### config.mk
export PLATFORM = sky130hd
export DESIGN_NAME = fetch_unit
export DESIGN_NICKNAME = d
export VERILOG_FILES = /design/src/rtl/fetch_unit.sv
export SDC_FILE = /design/constraint.sdc
export NUM_CORES = 1
export LEC_CHECK = 0
export ABC_AREA = 1
export CAP_MARGIN = 20
export CORE_ASPECT_RATIO = 0.9
export CORE_UTILIZATION = 50
export CTS_CLUSTER_SIZE = 10
export DETAILED_ROUTE_END_ITERATION = 16
export GPL_TIMING_DRIVEN = 1
export MAX_ROUTING_LAYER = met4
export PLACE_DENSITY = 0.73
export SLEW_MARGIN = 30
export SYNTH_ARGS = -nofsm -noshare
export SYNTH_HDL_FRONTEND = slang
export SYNTH_SLANG_ARGS = --single-unit
### constraint.sdc
create_clock -name clk -period 14.2 [get_ports clk]
set_clock_uncertainty 0.05 [all_clocks]
set_input_delay 2.84 -clock clk [delete_from_list [all_inputs] [get_ports clk]]
set_output_delay 2.84 -clock clk [all_outputs]
set_load 0.05 [all_outputs]
### src/rtl/fetch_unit.sv
// Fetch front end: owns the PC, drives instruction memory and queues {pc, instr} toward decode.
// Latency: a pushed entry reaches out_* one cycle later (same cycle if FETCH_QUEUE_BYPASS_EN and the queue is empty).
// Backpressure: out_valid/out_ready to decode; a full queue stops pushes and holds the PC.
//
// Optional feature macro: FETCH_QUEUE_BYPASS_EN (empty-queue bypass of the fetched word to out_*).
// Ports:
//   clk, rst                     clock, synchronous active-high reset
//   imem_pc                      fetch PC to instruction memory (the pc register)
//   imem_instr, imem_valid       returned instruction word for imem_pc
//   redirect_valid, redirect_pc  PC reload request; flushes the queue
//   out_valid, out_ready         handshake toward decode
//   out_pc, out_instr            head entry
module fetch_unit #(
  parameter int          DEPTH    = 4,
  parameter logic [31:0] RESET_PC = 32'h0000_0000
) (
  input  logic        clk,
  input  logic        rst,
  output logic [31:0] imem_pc,
  input  logic [31:0] imem_instr,
  input  logic        imem_valid,
  input  logic        redirect_valid,
  input  logic [31:0] redirect_pc,
  output logic        out_valid,
  input  logic        out_ready,
  output logic [31:0] out_pc,
  output logic [31:0] out_instr
);

  localparam int PTR_W = (DEPTH > 1) ? $clog2(DEPTH) : 1;
  localparam int CNT_W = $clog2(DEPTH + 1);
  localparam logic [CNT_W-1:0] DEPTH_C = CNT_W'(DEPTH);

  typedef struct packed {
    logic [31:0] pc;
    logic [31:0] instr;
  } entry_t;

  logic [31:0]      pc;
  entry_t           mem [DEPTH];
  logic [PTR_W-1:0] wr_ptr;
  logic [PTR_W-1:0] rd_ptr;
  logic [CNT_W-1:0] count;

  logic   full;
  logic   empty;
  logic   push_ok;
  logic   wr_en;
  logic   pop;
  logic   bypass_take;
  entry_t head;

  assign imem_pc = pc;

  always_comb begin
    full    = (count == DEPTH_C);
    empty   = (count == '0);
    // Occupancy is judged at the start of the cycle: a same-cycle pop does not open a slot.
    push_ok = imem_valid && !full && !redirect_valid && !rst;
    head    = mem[rd_ptr];
`ifdef FETCH_QUEUE_BYPASS_EN
    // Empty queue: present the word coming back from memory directly.
    out_valid   = (!empty || push_ok) && !redirect_valid;
    out_pc      = empty && push_ok ? pc         : head.pc;
    out_instr   = empty && push_ok ? imem_instr : head.instr;
    bypass_take = empty && push_ok && out_ready;
`else
    out_valid   = !empty && !redirect_valid;
    out_pc      = head.pc;
    out_instr   = head.instr;
    bypass_take = 1'b0;
`endif
    // A consumed bypass word is never written; storage pops only when it holds something.
    wr_en = push_ok && !bypass_take;
    pop   = out_valid && out_ready && !empty;
  end

  always_ff @(posedge clk) begin
    if (rst) begin
      pc     <= RESET_PC;
      wr_ptr <= '0;
      rd_ptr <= '0;
      count  <= '0;
      for (int i = 0; i < DEPTH; i++) begin
        mem[i] <= '0;
      end
    end else if (redirect_valid) begin
      // Flush: everything fetched on the old path is dropped.
      pc     <= {redirect_pc[31:2], 2'b00};
      wr_ptr <= '0;
      rd_ptr <= '0;
      count  <= '0;
    end else begin
      if (push_ok) begin
        pc <= pc + 32'd4;
      end
      if (wr_en) begin
        mem[wr_ptr] <= {pc, imem_instr};
        wr_ptr      <= wr_ptr + 1'b1;
      end
      if (pop) begin
        rd_ptr <= rd_ptr + 1'b1;
      end
      case ({wr_en, pop})
        2'b10:   count <= count + 1'b1;
        2'b01:   count <= count - 1'b1;
        default: count <= count;
      endcase
    end
  end

endmodule

## Yosys cells after proc, flatten, opt, wreduce, memory -nomap -nowiden

Memory sizes are Yosys's and may differ from the RTL's. A register that Yosys moved wholly into a read port is not among the register bits.
Cells that the tools add are included.

| operators by class | value |
|---|---|
| add/sub/neg operators | 5 |
| reduce and logical (&&, ||, !) cells | 15 |
| multiplexer cells | 14 |
| equality and inequality tests | 3 |

Operators by type and width:

| cell | count |
|---|---|
| $mux W32 | 2 |
| $mux W64 | 1 |
| $reduce_or A64 Y1 | 1 |
| $add A32 B3 Y32 const B | 1 |
| $mux W1 | 7 |
| $logic_and A1 B1 Y1 | 6 |
| $mux W2 | 3 |
| $pmux W3 S2 | 1 |
| $add A2 B1 Y2 const B | 2 |
| $logic_not A1 Y1 | 4 |
| $reduce_bool A2 Y1 | 2 |
| $add A3 B1 Y3 const B | 1 |
| $eq A3 B3 Y1 const B | 1 |
| $logic_not A3 Y1 | 1 |
| $sub A3 B1 Y3 const B | 1 |
| $eq A2 B1 Y1 const B | 1 |
| $eq A2 B2 Y1 const B | 1 |
| $reduce_or A2 Y1 | 1 |

| word-level totals | value |
|---|---|
| flip-flop bits (word level) | 39 |
| memory bits (writable) | 256 |
| memories | 1 |
| output and inout bits | 97 |

Memories:

| name | depth | width | rd ports | clocked after memory_dff | wr ports | line | source |
|---|---|---|---|---|---|---|---|
| mem | 4 | 64 | 1 | 1 | 4 | 40 | `entry_t mem [DEPTH];` |

## Depth between registers and ports, before layout

Gate-level depths: netlist (run 1).

| logic depth | value |
|---|---|
| word-level depth | 11 |
| gate-level depth with buffers | 14 |

## Worst setup path after synthesis (run 1)

Ideal clock, no wire load.

| timing path | value |
|---|---|
| path kind | input -> register |
| start point | in rst |
| end point | mem mem[3][0] (netlist bit) (enable) |
| arrival time | 6.651 ns |
| stages | 9 |
| library setup time | 0.503 ns |
| required time | 13.647 ns |
| path slack | 6.996 ns |
| cells stage by stage | buf_4 -> inv_2 -> nand2_2 -> nor2_4 -> nand2_4 -> inv_2 -> buf_4 -> nand2_1 -> a21oi_1 |

RTL lines:

| what | line | source |
|---|---|---|
| from (decl) | 18 | `input logic rst,` |
| to (decl) | 40 |  |

## Worst setup path after layout (run 1)

| timing path | value |
|---|---|
| start point | in redirect_valid |
| end point | out out_valid |

| on the way | value |
|---|---|
| word-level cells in the longest chain between the ends | 2 |

RTL lines:

| what | line | source |
|---|---|---|
| from (decl) | 22 | `input logic redirect_valid,` |
| $logic_not A1 Y1 | 68 | `out_valid = !empty && !redirect_valid;` |
| $logic_and A1 B1 Y1 | 68 |  |
| to (decl) | 24 | `output logic out_valid,` |

Every way passes these cells.

==> out/metrics.cfg, run 1 <==
[logic_synthesis]
avgSynthCellArea_um2 = 9.49
synthTopCellsByArea = edfxtp_1, nor2_1, dfxtp_1, o21ai_0, nand2_1
synth_top_area_share = 0.574
yosysUniqueCellTypes = 33
syn_area_mm2 = 0.0130
yosys.area.top_type = edfxtp_1
synthCells = 1367
ys_seq_elements = 287
yosysSeqAreaShare = 0.634
yosysWarnings = 0

[cells_and_area]
layout-area-overhead-vs-synth_pct = 21.4
final_cell_mix = nor2_1, edfxtp_1, clkdlybuf4s50_1
fillers = 2127
layout-drive-gt1-share = 0.0489
multi_input_comb_area_mm2 = 0.00398
layout.cells.most_common = nor2_1
num_antenna_cells = 0
nNetsFinal = 1565
area.sequential_mm2 = 0.00823

[power]
power_mw = 1.97
power.density_mw_per_mm2 = 125
cellLeakagePower_nw = 6.08
ir_drop_mv = 0.0661

[worst_hold_path]
worst_hold_path_type = reg2reg
min_to = count[0]$_SDFFE_PP0P_
min_path_cells = 2
hold_path_startpoint = count[0]$_SDFFE_PP0P_

[sta]
fmax_mhz = 133
setup_tns_ns = 0
final-setup-viol-count = 0
final-hold-violation-count = 0
tightest_slew_ns = 0.905
rsz0062_at_grt = false
finalMaxSlewViolations = 0
fin_crit_ns = 7.50
worst_slew_margin_rel = 0.396
finalCritPeriodShare = 0.528

[routing]
drt_iter0_markers = 1205
drt-wirelength-per-cell_um = 18.0
via_per_inst = 5.49
ant_nets = 0
wirelength_mm = 33.4
drc_errors = 0
firstDrtPassIters = 5
vias = 10200

[clock_tree]
cts_hold_buf = 0
clk_latency_ns = 0.51
cts_tree = done
postCtsResizedCells = 0
cts.clk_slew.worst_paths_ns = 0.06
clock_path_buffers = 3
cts.sinks = 287
cts.htree.levels = 2
cts_made_buffers = 34
clockRootBuffer = clkbuf_16
post_cts_buffers = 0

[placement]
routabilityCongestion = 0.856
io_buffers = 159
dpl.hpwl_mm = 18.6

[grt]
antenna_found_initial = 0
grt_pass1_vias = 9854
overflow = 0
grt_start_max_net_pins = 109
grt_pass1_wl_mm = 52.3
grt.total_usage = 0.264

[die]
initial_utilization = 0.512
die_w_um = 172
num_rows = 55
die_h_um = 155
io_pins = 166
dieArea_mm2 = 0.0266
fp.coreArea_mm2 = 0.0253

[worst_setup_path]
r2r-start = count[1]$_SDFFE_PP0P_
start_kind = input port
cp.arrival_ns = 4.61
crit_required_ns = 11.31
ff2ff_setup_slack_ns = 10.92
endpoint_kind = output pin
r2r_end = mem[3][19]$_DFFE_PP_
worstSetupPathType = in2out
cp_max_fo = 31
r2r_cells = 7

[status]
status = finished clean

[run]
cap_violations = 0

how the worst max path moves through the flow:
stage              startpoint                   end  slack [ns]  depth (start not counted)
4_1_cts        redirect_valid             out_valid        6.70                          4
2_1_floorplan             rst   mem[3][0]$_DFFE_PP_        7.00                          9
6_report       redirect_valid             out_valid        6.70                          4
3_5_place_dp              rst  mem[3][49]$_DFFE_PP_        6.67                          9
5_1_grt        redirect_valid             out_valid        6.64                          4
3_3_place_gp   redirect_valid             out_valid        6.74                          4
worst max-delay path: stages:
cell             delay (ns)
clkdlybuf4s50_1        0.39
buf_4                  0.24
a31oi_1                0.27
clkdlybuf4s50_1        0.85
registers in the layout (all words and copies together), names as in the netlist, named ones only:
| signal | flops |
|---|---|
| imem_pc | 30 |
| mem | 248 |
| count | 3 |
| rd_ptr | 2 |
| wr_ptr | 2 |
synthesized netlist by cell type:
cell type	count
nand3_1	55
o21a_1	1
inv_2	3
nand3_2	1
a22oi_1	1
a31oi_1	5
o211ai_1	2
nor2_2	8
or2_2	1
nand2_4	1
xor2_1	3
buf_4	6
fa_1	1
a211oi_1	2
o22ai_1	62
edfxtp_1	248
o21bai_1	1
nand2_2	3
dfxtp_1	39
nand2_1	142
conb_1	1
buf_1	2
ha_1	2
buf_6	1
a21oi_1	21
clkbuf_1	39
inv_1	114
nand4_1	7
nor2_1	411
buf_2	34
o21ai_0	141
nor2_4	2
nand3b_1	7
cell type report:
type,instances,share of cell area
Sequential cell,287,0.523
Multi-Input combinational cell,884,0.253
Timing Repair Buffer,169,0.106
Clock buffer,56,0.0633
Inverter,117,0.0281
Tap cell,342,0.0272
through the flow:
step           hold slack [ns]  area [um2]  worst slack [ns]  utilization  std cells
2_1_floorplan            0.394       13000              7.00            -       1370
3_3_place_gp             0.406       14700              6.74        0.582       1799
3_5_place_dp             0.415       14800              6.67        0.583       1799
4_1_cts                  0.422       15800              6.70        0.622       1855
5_1_grt                  0.459       15800              6.64        0.622       1855
6_report                 0.423       15800              6.70        0.622       1855
layer usage:
metal  vias to the layer above  GRT usage  share of wire
met5                         -          -              0
met4                         0     0.0615          0.018
met3                        57     0.0340          0.081
met2                       412      0.418           0.47
met1                      4874      0.364           0.43
li1                       4833          -              -
cells by family after synthesis:
group / Yosys count / synth area share
AND/OR/NAND/NOR: 638 / 0.198
flip-flops: 287 / 0.634
AO/OA/AOI/OAI: 236 / 0.0989
buffers and inverters: 199 / 0.0632
XOR/XNOR: 3 / 0.00203
adder cells (fa/ha/maj): 3 / 0.00347
other: 1 / 0.000289
report_power, final:
part           internal [mW]  switching (mW)  total (mW)
clock                  0.475           0.317       0.793
sequential             0.954          0.0171       0.971
combinational         0.0619           0.140       0.202
total                   1.49           0.474        1.97
No activity file was read; power rests on OpenSTA's default activity.
==> inputs of run 2 (changes only) <==
- clock period: 14.2 -> 7.41 ns (I/O delays scaled with it)
==> out/metrics.cfg, run 2 (same netlist as run 1, synthesis figures left out) <==
[cells_and_area]
stdcell_area_mm2 = 0.0157
area.sequential_mm2 = 0.00823
multi_input_comb_area_mm2 = 0.00398
layout.cells.most_common = nor2_1
layout-area-overhead-vs-synth_pct = 21.3
finalNonFillerCells = 1850
num_antenna_cells = 0
layout-drive-gt1-share = 0.0504
top_register = mem
final_cell_mix = nor2_1, edfxtp_1, clkdlybuf4s50_1
largest_reg_flops = 248
fillers = 2157
nNetsFinal = 1566

[sta]
finalMaxSlewViolations = 0
final-hold-violation-count = 0
fmax_mhz = 190
whs_ns = 0.432
setup_tns_ns = 0
tightest_slew_ns = 0.876
fin_crit_ns = 5.25
worst_slew_margin_rel = 0.416
rsz0062_at_grt = false
final-setup-viol-count = 0
finalCritPeriodShare = 0.709

[worst_setup_path]
worstSetupPathType = reg2out
cp.depth = 5
worst_path_max_delay_cell = clkinv_2
crit_chain = clkinv_2 -> buf_4 -> o21ai_0 -> o22ai_1 -> clkdlybuf4s50_1
cp.arrival_ns = 3.72
cpPeakStageDelay_ns = 0.75
endpoint_kind = output pin
r2r_cells = 7
crit_family = buffers and inverters
cp_max_fo = 70
r2r_end = mem[2][9]$_SDFFCE_PN0P_
r2r-start = count[0]$_SDFFE_PP0P_
cp-endpoint = out_pc[5]
ff2ff_setup_slack_ns = 4.77
start_kind = flop
crit_required_ns = 5.88
cp.buffers_inverters = 3

[die]
die_h_um = 155
io_pins = 166
initial_utilization = 0.512
dieArea_mm2 = 0.0266
die_w_um = 172
fp.coreArea_mm2 = 0.0253
num_rows = 55

[routing]
ant_nets = 0
vias = 10300
drc_errors = 0
firstDrtPassIters = 8
drt-wirelength-per-cell_um = 18.2
drt_iter0_markers = 894
wirelength_mm = 33.8
via_per_inst = 5.56

[grt]
grt_pass1_vias = 9975
grt.total_usage = 0.265
grt_pass1_wl_mm = 52.3
antenna_found_initial = 0
overflow = 0
grt_start_max_net_pins = 77

[placement]
routabilityCongestion = 0.874
dp.cells = 1800
io_buffers = 159
dpl_cell_area_mm2 = 0.0147
dpl.hpwl_mm = 19.0

[power]
cellLeakagePower_nw = 6.08
power_mw = 3.75
ir_drop_mv = 0.135
power.density_mw_per_mm2 = 238

[clock_tree]
post_cts_buffers = 0
clockRootBuffer = clkbuf_16
cts.sinks = 287
clk_latency_ns = 0.51
cts_made_buffers = 34
cts.clk_slew.worst_paths_ns = 0.06
cts_hold_buf = 0
cts_tree = done
postCtsResizedCells = 0
clock_path_buffers = 3
cts.htree.levels = 2

[worst_hold_path]
hold_path_startpoint = count[0]$_SDFFE_PP0P_
worst_hold_path_type = reg2reg

[run]
cap_violations = 0

[status]
status = finished clean

## run 2: changes by cell type in the layout (fill, tap and decap cells not counted), sizes merged
| cell | before | now |
|---|---|---|
| buf | 10 | 12 |
| clkbuf | 56 | 50 |
| clkdlybuf4s50 | 159 | 158 |
## run 2: worst register-to-register path: stages, from the launching register on
cell and delay, ns:
dfxtp_1 0.31, inv_1 0.13, nand3_1 0.13, nand2_4 0.40, inv_2 0.34, nand3_2 0.16, buf_4 0.70, nor2_1 0.13
## run 2: layout make-up
type	count	share of cell area
Tap cell	342	0.0272
Clock buffer	50	0.0620
Sequential cell	287	0.523
Multi-Input combinational cell	884	0.253
Inverter	117	0.0280
Timing Repair Buffer	170	0.106
## run 2: how the worst min path moves through the flow
stage / end / slack (ns) / cells after the start
after floorplan: count[0]$_SDFFE_PP0P_ / 0.39 / 2
after global placement: count[0]$_SDFFE_PP0P_ / 0.41 / 2
after detailed placement: count[0]$_SDFFE_PP0P_ / 0.42 / 2
after CTS: count[0]$_SDFFE_PP0P_ / 0.43 / 2
after global routing: count[0]$_SDFFE_PP0P_ / 0.47 / 2
final: count[0]$_SDFFE_PP0P_ / 0.43 / 2
## run 2: where the power goes
group | internal, mW | total [mW] | leakage (nW) | switching (mW)
registers | 1.83 | 1.86 | 2.88 | 0.0335
logic | 0.119 | 0.386 | 2.72 | 0.268
clock network | 0.898 | 1.50 | 0.471 | 0.601
total | 2.85 | 3.75 | 6.08 | 0.902
## run 2: through the flow
stage	utilization	setup slack, ns
3_5_place_dp	0.582	1.74
6_report	0.621	2.16
4_1_cts	0.621	2.15
5_1_grt	0.621	1.89
2_1_floorplan	-	1.56
3_3_place_gp	0.582	1.67
## run 2: layer usage
layer,global-route usage,routed length [um],share of wire,up-vias
met4,0.0872,907,0.027,0
met3,0.0394,2840,0.084,75
met2,0.420,15900,0.47,484
met5,-,0,0,-
li1,-,-,-,4823
met1,0.351,14200,0.42,4902
==> inputs of run 3 (changes only) <==
- PLACE_DENSITY: 0.73 -> 0.76
- clock period: 7.41 -> 4.3 ns (I/O delays scaled with it)
==> out/metrics.cfg, run 3 (same netlist as run 1, synthesis figures left out) <==
[placement]
dpl_cell_area_mm2 = 0.0149
routabilityCongestion = 0.879
io_buffers = 159
dp.cells = 1810
dpl.hpwl_mm = 19.4

[run]
cap_violations = 0

[cells_and_area]
nNetsFinal = 1576
stdcell_area_mm2 = 0.0158
num_antenna_cells = 0
layout-area-overhead-vs-synth_pct = 22.1
layout.cells.most_common = nor2_1
top_register = mem
final_cell_mix = nor2_1, edfxtp_1, clkdlybuf4s50_1
finalNonFillerCells = 1857
largest_reg_flops = 248
layout-drive-gt1-share = 0.0561

[clock_tree]
cts.sinks = 287
cts.clk_slew.worst_paths_ns = 0.06
cts_made_buffers = 34
cts_hold_buf = 0
post_cts_buffers = 0
clk_latency_ns = 0.50
clock_path_buffers = 3
cts.htree.levels = 2
clockRootBuffer = clkbuf_16
postCtsResizedCells = 0
cts_tree = done

[die]
dieArea_mm2 = 0.0266
initial_utilization = 0.512
die_h_um = 155
die_w_um = 172
num_rows = 55
io_pins = 166
fp.coreArea_mm2 = 0.0253

[worst_hold_path]
min_path_cells = 2
min_to = count[0]$_SDFFE_PP0P_
worst_hold_path_type = reg2reg
hold_path_startpoint = count[0]$_SDFFE_PP0P_

[sta]
final-setup-viol-count = 0
final-hold-violation-count = 0
whs_ns = 0.430
finalCritPeriodShare = 0.885
setup_tns_ns = 0
tightest_slew_ns = 0.877
fmax_mhz = 263
finalMaxSlewViolations = 0
worst_slew_margin_rel = 0.415
fin_crit_ns = 3.81
rsz0062_at_grt = false

[power]
ir_drop_mv = 0.313
power.density_mw_per_mm2 = 404
power_mw = 6.41
cellLeakagePower_nw = 6.14

[worst_setup_path]
r2r-start = count[0]$_SDFFE_PP0P_
r2r_end = mem[3][16]$_DFFE_PP_
endpoint_kind = output pin
ff2ff_setup_slack_ns = 1.86
cp_max_fo = 62
r2r_cells = 7
crit_required_ns = 3.39
cp.arrival_ns = 2.90
start_kind = flop
worstSetupPathType = reg2out

[grt]
grt.total_usage = 0.266
grt_pass1_wl_mm = 52.8
grt_start_max_net_pins = 125
antenna_found_initial = 0
overflow = 0
grt_pass1_vias = 9975

[routing]
via_per_inst = 5.58
drt_iter0_markers = 1173
ant_nets = 0
vias = 10400
drt-wirelength-per-cell_um = 18.3
drc_errors = 0
firstDrtPassIters = 5
wirelength_mm = 33.9

[status]
status = finished clean

-- run 3: cell types whose count changed in the layout (fill, tap and decap cells not counted), sizes merged --
| cell | change |
|---|---|
| buf | +10 |
| clkbuf | -4 |
| clkinv | +1 |
-- run 3: power by group --
part	internal (mW)	total (mW)	switching, mW
registers	3.15	3.21	0.0579
logic	0.216	0.680	0.464
clock network	1.49	2.52	1.03
-- run 3: worst max-delay path: stages (launching register included) --
cell and delay [ns]:
dfxtp_2 0.32, buf_4 0.62, o21ai_0 0.23, o22ai_1 0.35, clkdlybuf4s50_1 0.87
-- run 3: final cells by class --
class,instances,area [um2]
fillers,2120,9480
flip-flops and latches,287,8230
multi-input cells,884,3970
repair buffers,180,1830
clock buffers,46,927
inverters,117,440
well taps,342,428
clock inverters,1,8.76
-- run 3: per-layer routing --
| layer | global-route usage | vias to the layer above | wire, um |
|---|---|---|---|
| met3 | 0.0361 | 64 | 2900 |
| met2 | 0.411 | 492 | 15800 |
| li1 | - | 4846 | - |
| met4 | 0.0872 | 0 | 826 |
| met1 | 0.364 | 4952 | 14400 |
| met5 | - | - | 0 |
-- run 3: worst max path at each step --
stage | to | cells past startpoint | slack [ns]
CTS | out_pc[14] | 4 | 0.51
floorplan | mem[3][0]$_DFFE_PP_ | 9 | 0.34
global route | out_pc[14] | 4 | 0.37
finish | out_pc[14] | 4 | 0.49
global placement | mem[3][13]$_DFFE_PP_ | 9 | 0.82
detailed placement | mem[3][13]$_DFFE_PP_ | 9 | 0.79
-- run 3: through the flow --
stage                     setup WS (ns)  utilization
after detailed placement          0.786        0.589
final                             0.495        0.625
after global routing              0.375        0.625
after CTS                         0.510        0.625
after global placement            0.823        0.589
after floorplan                   0.340            -
